[config.mk]
export PLATFORM = sky130hd
export DESIGN_NAME = vga_timing_gen
export DESIGN_NICKNAME = d
export VERILOG_FILES = /design/src/rtl/vga_timing_pkg.sv /design/src/rtl/vga_timing_gen_line_req_ctrl.sv /design/src/rtl/vga_timing_gen.sv
export SDC_FILE = /design/constraint.sdc
export NUM_CORES = 1
export LEC_CHECK = 0
export CAP_MARGIN = 20
export CORE_AREA = 2 2 124 102
export CTS_CLUSTER_DIAMETER = 60
export DETAILED_ROUTE_END_ITERATION = 10
export DIE_AREA = 0 0 126 104
export PLACE_DENSITY_LB_ADDON = 0.05
export RECOVER_POWER = 50
export SLEW_MARGIN = 20
export SYNTH_ARGS = -nofsm -noshare
export SYNTH_HDL_FRONTEND = slang
export SYNTH_HIERARCHICAL = 1
export SYNTH_SLANG_ARGS = --single-unit
[constraint.sdc]
create_clock -name clk -period 7.3 [get_ports clk]
set_input_delay 1.46 -clock clk [delete_from_list [all_inputs] [get_ports clk]]
set_output_delay 1.46 -clock clk [all_outputs]
set_load 0.005 [all_outputs]
[src/rtl/vga_timing_pkg.sv]
`default_nettype none
// ============================================================================
// Module      : vga_timing_pkg
// Description : Mode constants, request-FSM state type and totals helper for
//               the VGA raster timing generator.
// Revision    : 1.0 - initial release
// ============================================================================
package vga_timing_pkg;

    // 640x480@60
    localparam int c_480p_h_active = 640;
    localparam int c_480p_h_fp     = 16;
    localparam int c_480p_h_sync   = 96;
    localparam int c_480p_h_bp     = 48;
    localparam int c_480p_v_active = 480;
    localparam int c_480p_v_fp     = 10;
    localparam int c_480p_v_sync   = 2;
    localparam int c_480p_v_bp     = 33;
    localparam bit c_480p_sync_pol = 1'b0;

    // 1280x720@60
    localparam int c_720p_h_active = 1280;
    localparam int c_720p_h_fp     = 110;
    localparam int c_720p_h_sync   = 40;
    localparam int c_720p_h_bp     = 220;
    localparam int c_720p_v_active = 720;
    localparam int c_720p_v_fp     = 5;
    localparam int c_720p_v_sync   = 5;
    localparam int c_720p_v_bp     = 20;
    localparam bit c_720p_sync_pol = 1'b1;

    typedef enum logic [0:0] {
        ST_IDLE = 1'b0,
        ST_REQ  = 1'b1
    } req_state_t;

    function automatic int mode_total(input int active, input int fp,
                                      input int sync, input int bp);
        return active + fp + sync + bp;
    endfunction

endpackage
`default_nettype wire

[src/rtl/vga_timing_gen_line_req_ctrl.sv]
`default_nettype none
// ============================================================================
// Module      : line_req_ctrl
// Description : Per-line prefetch request FSM with ack handshake, frame-wide
//               VRAM page latch and underrun detection.
// Revision    : 1.0 - initial release
// ============================================================================
module line_req_ctrl
    import vga_timing_pkg::*;
#(
    parameter int CW       = 12,
    parameter int H_ACTIVE = 640,
    parameter int V_ACTIVE = 480,
    parameter int V_TOTAL  = 525
) (
    input  logic          clk,
    input  logic          reset,
    input  logic          en,
    input  logic [CW-1:0] h,
    input  logic [CW-1:0] v,
    input  logic          line_ack,
    input  logic [1:0]    in_vram_no,
    output logic          line_req,
    output logic [CW-1:0] line_no,
    output logic [1:0]    vram_no,
    output logic          underrun
);

    req_state_t    r_state;
    req_state_t    w_state_nxt;
    logic [CW-1:0] r_line_no;
    logic [CW-1:0] w_line_no_nxt;
    logic [1:0]    r_vram_no;
    logic [1:0]    w_vram_no_nxt;
    logic          r_underrun;
    logic          w_underrun_nxt;
    logic [CW-1:0] w_next_line;

    assign w_next_line = (int'(v) == V_TOTAL - 1) ? '0 : v + 1'b1;

    always_ff @(posedge clk or posedge reset) begin
        if (reset) begin
            r_state    <= ST_IDLE;
            r_line_no  <= '0;
            r_vram_no  <= '0;
            r_underrun <= 1'b0;
        end else begin
            r_state    <= w_state_nxt;
            r_line_no  <= w_line_no_nxt;
            r_vram_no  <= w_vram_no_nxt;
            r_underrun <= w_underrun_nxt;
        end
    end

    always_comb begin
        w_state_nxt    = r_state;
        w_line_no_nxt  = r_line_no;
        w_vram_no_nxt  = r_vram_no;
        w_underrun_nxt = 1'b0;
        if (!en) begin
            w_state_nxt = ST_IDLE;
        end else begin
            case (r_state)
                ST_IDLE: begin
                    if (int'(h) == H_ACTIVE && int'(w_next_line) < V_ACTIVE) begin
                        w_state_nxt   = ST_REQ;
                        w_line_no_nxt = w_next_line;
                        // The page is frozen with the line-0 request so a whole frame shares it.
                        if (w_next_line == '0) begin
                            w_vram_no_nxt = in_vram_no;
                        end
                    end
                end
                ST_REQ: begin
                    if (line_ack) begin
                        w_state_nxt = ST_IDLE;
                    end else if (h == '0) begin
                        w_state_nxt    = ST_IDLE;
                        w_underrun_nxt = 1'b1;
                    end
                end
                default: w_state_nxt = ST_IDLE;
            endcase
        end
    end

    assign line_req = (r_state == ST_REQ);
    assign line_no  = r_line_no;
    assign vram_no  = r_vram_no;
    assign underrun = r_underrun;

endmodule
`default_nettype wire

[src/rtl/vga_timing_gen.sv]
`default_nettype none
// ============================================================================
// Module      : vga_timing_gen
// Description : Parametrised raster timing generator: syncs, data enable,
//               pixel coordinates and per-line prefetch requests.
// Revision    : 1.0 - initial release
// ============================================================================
module vga_timing_gen
    import vga_timing_pkg::*;
#(
    parameter int H_ACTIVE = c_480p_h_active,
    parameter int H_FP     = c_480p_h_fp,
    parameter int H_SYNC   = c_480p_h_sync,
    parameter int H_BP     = c_480p_h_bp,
    parameter int V_ACTIVE = c_480p_v_active,
    parameter int V_FP     = c_480p_v_fp,
    parameter int V_SYNC   = c_480p_v_sync,
    parameter int V_BP     = c_480p_v_bp,
    parameter bit SYNC_POL = c_480p_sync_pol,
    parameter int CW       = 12
) (
    input  logic          clk,
    input  logic          reset,
    input  logic          en,
    input  logic [1:0]    in_vram_no,
    input  logic          line_ack,
    output logic          hsync,
    output logic          vsync,
    output logic          de,
    output logic [CW-1:0] x,
    output logic [CW-1:0] y,
    output logic          line_req,
    output logic [CW-1:0] line_no,
    output logic [1:0]    vram_no,
    output logic          frame_start,
    output logic          underrun
);

    localparam int c_h_total = mode_total(H_ACTIVE, H_FP, H_SYNC, H_BP);
    localparam int c_v_total = mode_total(V_ACTIVE, V_FP, V_SYNC, V_BP);
    localparam logic [CW-1:0] c_v_park = CW'(c_v_total - 1);

    logic [CW-1:0] r_h;
    logic [CW-1:0] r_v;
    logic          w_h_act;
    logic          w_v_act;
    logic          w_hs_act;
    logic          w_vs_act;
    logic          r_hsync;
    logic          r_vsync;
    logic          r_de;
    logic [CW-1:0] r_x;
    logic [CW-1:0] r_y;
    logic          r_frame_start;

    // Parking on the last line lets the line-0 request lead the first frame.
    always_ff @(posedge clk or posedge reset) begin
        if (reset) begin
            r_h <= '0;
            r_v <= c_v_park;
        end else if (!en) begin
            r_h <= '0;
            r_v <= c_v_park;
        end else if (int'(r_h) == c_h_total - 1) begin
            r_h <= '0;
            r_v <= (int'(r_v) == c_v_total - 1) ? '0 : r_v + 1'b1;
        end else begin
            r_h <= r_h + 1'b1;
        end
    end

    assign w_h_act  = int'(r_h) < H_ACTIVE;
    assign w_v_act  = int'(r_v) < V_ACTIVE;
    assign w_hs_act = (int'(r_h) >= H_ACTIVE + H_FP) && (int'(r_h) < H_ACTIVE + H_FP + H_SYNC);
    assign w_vs_act = (int'(r_v) >= V_ACTIVE + V_FP) && (int'(r_v) < V_ACTIVE + V_FP + V_SYNC);

    always_ff @(posedge clk or posedge reset) begin
        if (reset) begin
            r_hsync       <= ~SYNC_POL;
            r_vsync       <= ~SYNC_POL;
            r_de          <= 1'b0;
            r_x           <= '0;
            r_y           <= '0;
            r_frame_start <= 1'b0;
        end else if (!en) begin
            r_hsync       <= ~SYNC_POL;
            r_vsync       <= ~SYNC_POL;
            r_de          <= 1'b0;
            r_frame_start <= 1'b0;
        end else begin
            r_hsync       <= w_hs_act ? SYNC_POL : ~SYNC_POL;
            r_vsync       <= w_vs_act ? SYNC_POL : ~SYNC_POL;
            r_de          <= w_h_act && w_v_act;
            r_frame_start <= (r_h == '0) && (r_v == '0);
            if (w_h_act && w_v_act) begin
                r_x <= r_h;
                r_y <= r_v;
            end
        end
    end

    line_req_ctrl #(
        .CW       (CW),
        .H_ACTIVE (H_ACTIVE),
        .V_ACTIVE (V_ACTIVE),
        .V_TOTAL  (c_v_total)
    ) u_line_req_ctrl (
        .clk        (clk),
        .reset      (reset),
        .en         (en),
        .h          (r_h),
        .v          (r_v),
        .line_ack   (line_ack),
        .in_vram_no (in_vram_no),
        .line_req   (line_req),
        .line_no    (line_no),
        .vram_no    (vram_no),
        .underrun   (underrun)
    );

    assign hsync       = r_hsync;
    assign vsync       = r_vsync;
    assign de          = r_de;
    assign x           = r_x;
    assign y           = r_y;
    assign frame_start = r_frame_start;

endmodule
`default_nettype wire

==> metrics.csv <==
stage,metric,value,unit
setup_path,slowest_stage,clkbuf_1,
yosys,yosysTopAreaCell,dfrtp_1,
detailed_routing,dr.pass1.iters,4,
floorplanning,boundaryPins,50,
yosys,yosys.cell_types.count,55,
setup_path,worstPathMaxFanout,52,
global_route,grt_pass1_wl,15050,um
cts,cts_setup_buffers,0,
detailed_routing,drcViolationCount,0,
floorplanning,rows,36,
cts,post_cts_resized,0,
floorplanning,die_x,126,um
place,hpwlAfterDp,6132,um
yosys,synth-simple-area-share,23.53,%
setup_path,crit_family,buffers and inverters,
flow_run,drv_cap,1,
yosys,synth-compound-area-share,8.890,%
yosys,syn-num-nets,356,
detailed_routing,wl_per_cell,17.05,um
place,place_area,0.004051,mm^2
global_route,grt_pass1_vias,2619,
timing,finalSetupTns,0,ns
detailed_routing,wl,9175,um
final_layout,fill_cells,1223,
timing,period_needed,4.310,ns
setup_path,cp.required,7.11,ns
detailed_routing,vias_per_cell,4.937,
timing,grt_setup_unrepaired,false,
yosys,syn_inst,344,
cts,h-tree-depth,3,
global_route,grt_usage,14.37,%
power_and_ir_drop,power.density,192.1,mW/mm^2
status,failed_checks,"capacitance limit, slew limit",
power_and_ir_drop,p_leak,1.839,nW
detailed_routing,initialDrtViolationCount,179,
yosys,synth_top_area_share,45.54,%
final_layout,final_net_count,395,
floorplanning,die_y,104,um
setup_path,slowest_delay,2.01,ns
cts,clock_latency,0.33,ns
timing,tightestPinTransition,2.862,ns
global_route,antenna_found_initial,0,
yosys,ys_top_cells_by_area,"dfrtp_1 46%, mux2_2 5.9%, dfstp_2 3.8%",
yosys,synthAdderAreaFrac,2.168,%
power_and_ir_drop,ir_worst_vdd,101.3,uV
yosys,ys_ff_latch,68,
final_layout,antennaDiodeCount,0,
yosys,syn-mean-instance-area,10.06,um^2
timing,skew,0.005542,ns
setup_path,worstPathArrival,4.12,ns
cts,clk_pin_slew,0.06,ns
cts,clockBufferDepth,2,
timing,maxSlewViolCount,53,
cts,numClockSinks,68,
cts,holdBufCountCts,0,
place,place_inst,524,
yosys,synth_xor_xnor_area_share,4.554,%
setup_path,critPathCaptureType,async pin,
global_route,gr-total-overflow,0,
timing,max_freq,0.2320,GHz
power_and_ir_drop,power,0.8329,mW
final_layout,final_area,0.004335,mm^2
setup_path,crit_chain,dlygate4sd3_1 -> clkinv_1 -> clkbuf_1,
setup_path,crit_type,in2async,
final_layout,instances_no_fill,538,
global_route,grt_max_degree,53,
setup_path,cp_num_buf_inv,3,
detailed_routing,ant_nets,0,
place,gp_congestion,0.7286,
yosys,synth.mux.area_fraction,6.505,%
floorplanning,initial_core_util,29.11,%
timing,min_period_over_period,59.04,%
final_layout,area_growth,25.23,%
yosys,netlist_area,0.003462,mm^2
cts,cts_tree,built,
timing,setup_viol,0,
status,status,finished with violations,
place,port-buffer-count,49,
timing,hold_violations,0,
min_path,worstHoldPathType,reg2reg,
final_layout,drive_gt1_share,11.66,%
floorplanning,dieArea,0.01310,mm^2
timing,max-slew-margin-rel,-90.80,%
cts,ctsRootBufferMaster,clkbuf_16,
yosys,synth_top_family_by_area,simple AND/OR/NAND/NOR gates,
yosys,yosysSeqAreaShare,49.33,%
detailed_routing,dr_total_vias,2656,
floorplanning,core,0.01189,mm^2
yosys,yosys_warnings,6,
cts,cts_buffers,9,
setup_path,crit_path_start_kind,primary input,
## worst register-to-register path: cells and delay by family (launching register included)
family | cells | cell delay [ns]
flops | 1 | 0.68
simple gates | 3 | 1.02
mux | 1 | 0.36
fa+ha+maj | 1 | 0.38
compound gates | 2 | 0.71
## logic make-up (layout without fill, tap and decap cells)
| logic type | after synthesis | in the layout |
|---|---|---|
| simple gates | 146 | 146 |
| flops | 68 | 68 |
| compound gates | 46 | 46 |
| buf+inv | 40 | 82 |
| mux | 20 | 20 |
| xor+xnor | 18 | 18 |
| fa+ha+maj | 6 | 6 |
## power by group
group	leakage [nW]	internal, mW	switching [mW]
Combinational	0.769	0.00491	0.0142
Sequential	0.925	0.379	0.00235
Clock	0.145	0.279	0.154
## cell usage after synthesis, drive strengths merged
| cell | number |
|---|---|
| dfrtp | 63 |
| nand2 | 34 |
| nor2 | 23 |
| mux2 | 20 |
| nand3 | 19 |
| inv | 17 |
| nand4 | 16 |
| xnor2 | 14 |
| clkbuf | 13 |
| a21oi | 12 |
| o21ai | 11 |
| buf | 10 |
| nor3 | 9 |
| nor2b | 8 |
| a211oi | 6 |
| ha | 6 |
| and2 | 5 |
| dfstp | 5 |
| nor4 | 5 |
| and3 | 4 |
| and4 | 4 |
| xor2 | 4 |
| o22ai | 3 |
| o32ai | 3 |
| or3 | 3 |
| or4 | 3 |
| and4b | 2 |
| nand3b | 2 |
| nand4b | 2 |
| nor4b | 2 |
| nor4bb | 2 |
| a211o | 1 |
| a21o | 1 |
| a221oi | 1 |
| a22oi | 1 |
| a311oi | 1 |
| a31oi | 1 |
| a41o | 1 |
| and3b | 1 |
| nand2b | 1 |
| o211ai | 1 |
| o22a | 1 |
| o311ai | 1 |
| o31a | 1 |
| or3b | 1 |
## through the flow
stage          setup slack, ns  hold slack (ns)  util (%)
5_1_grt                  2.367           0.5038     36.46
4_1_cts                  3.195           0.4846     36.52
6_report                 2.990           0.4758     36.46
3_3_place_gp             2.939           0.4722     34.07
2_1_floorplan            4.374           0.4733         -
3_5_place_dp             2.845           0.4728     34.07
## registers in the layout, indices dropped and copies added (netlist names)
register and flops:
r_h 12, r_v 12, u_line_req_ctrl/line_no 12, x 12, y 12, u_line_req_ctrl/vram_no 2
de 1, frame_start 1, hsync 1, u_line_req_ctrl/line_req 1, u_line_req_ctrl/underrun 1, vsync 1
## layer usage
metal  up-vias  part of all wire (%)  track usage [%]
met1      1301                    51            21.07
met4         0                   1.3            4.160
met2        39                    45            21.12
li1       1304                     -                -
met3        12                   3.5            3.241
met5         -                     0                0
## area by class of cell
cell class	instances	area (um^2)	share of cell area, %
clock buffer	12	256.5	5.916
clock inverter	2	35.03	0.8081
inverter	17	63.81	1.472
multi-input combinational	236	1580	36.45
sequential	68	1708	39.39
tap	152	190.2	4.387
timing repair buffer	51	501.7	11.57
## cells in the final DEF (no fill, tap or decap), types with 11 or more instances in the layout
| cell | synthesis | routed |
|---|---|---|
| nor2_1 | 23 | 23 |
| o21ai_0 | 11 | 11 |
| nand4_1 | 15 | 15 |
| nand3_1 | 18 | 18 |
| dfrtp_1 | 63 | 63 |
| a21oi_1 | 12 | 11 |
| inv_1 | 17 | 16 |
| nand2_1 | 33 | 33 |
| dlygate4sd3_1 | 0 | 17 |
| xnor2_1 | 14 | 14 |
| mux2_2 | 18 | 18 |
| clkdlybuf4s50_1 | 0 | 32 |
## final timing paths
| path | startpoint | endpoint | slack (ns) | depth (start not counted) |
|---|---|---|---|---|
| min in group asynchronous | reset | u_line_req_ctrl/vram_no[0]$_DFFE_PP0P_ | 1.69 | 2 |
| setup reg to reg | r_v[1]$_DFFE_PP0P_ | u_line_req_ctrl/vram_no[1]$_DFFE_PP0P_ | 4.04 | 7 |
| hold reg to reg | u_line_req_ctrl/line_no[11]$_DFFE_PP0P_ | u_line_req_ctrl/line_no[11]$_DFFE_PP0P_ | 0.48 | 1 |
| hold / removal | u_line_req_ctrl/line_no[11]$_DFFE_PP0P_ | u_line_req_ctrl/line_no[11]$_DFFE_PP0P_ | 0.48 | 1 |
| max in group clk | en | u_line_req_ctrl/vram_no[1]$_DFFE_PP0P_ | 3.14 | 7 |
| setup / recovery | reset | r_v[5]$_DFFE_PP0P_ | 2.99 | 3 |
No activity file was read; power rests on OpenSTA's default activity.
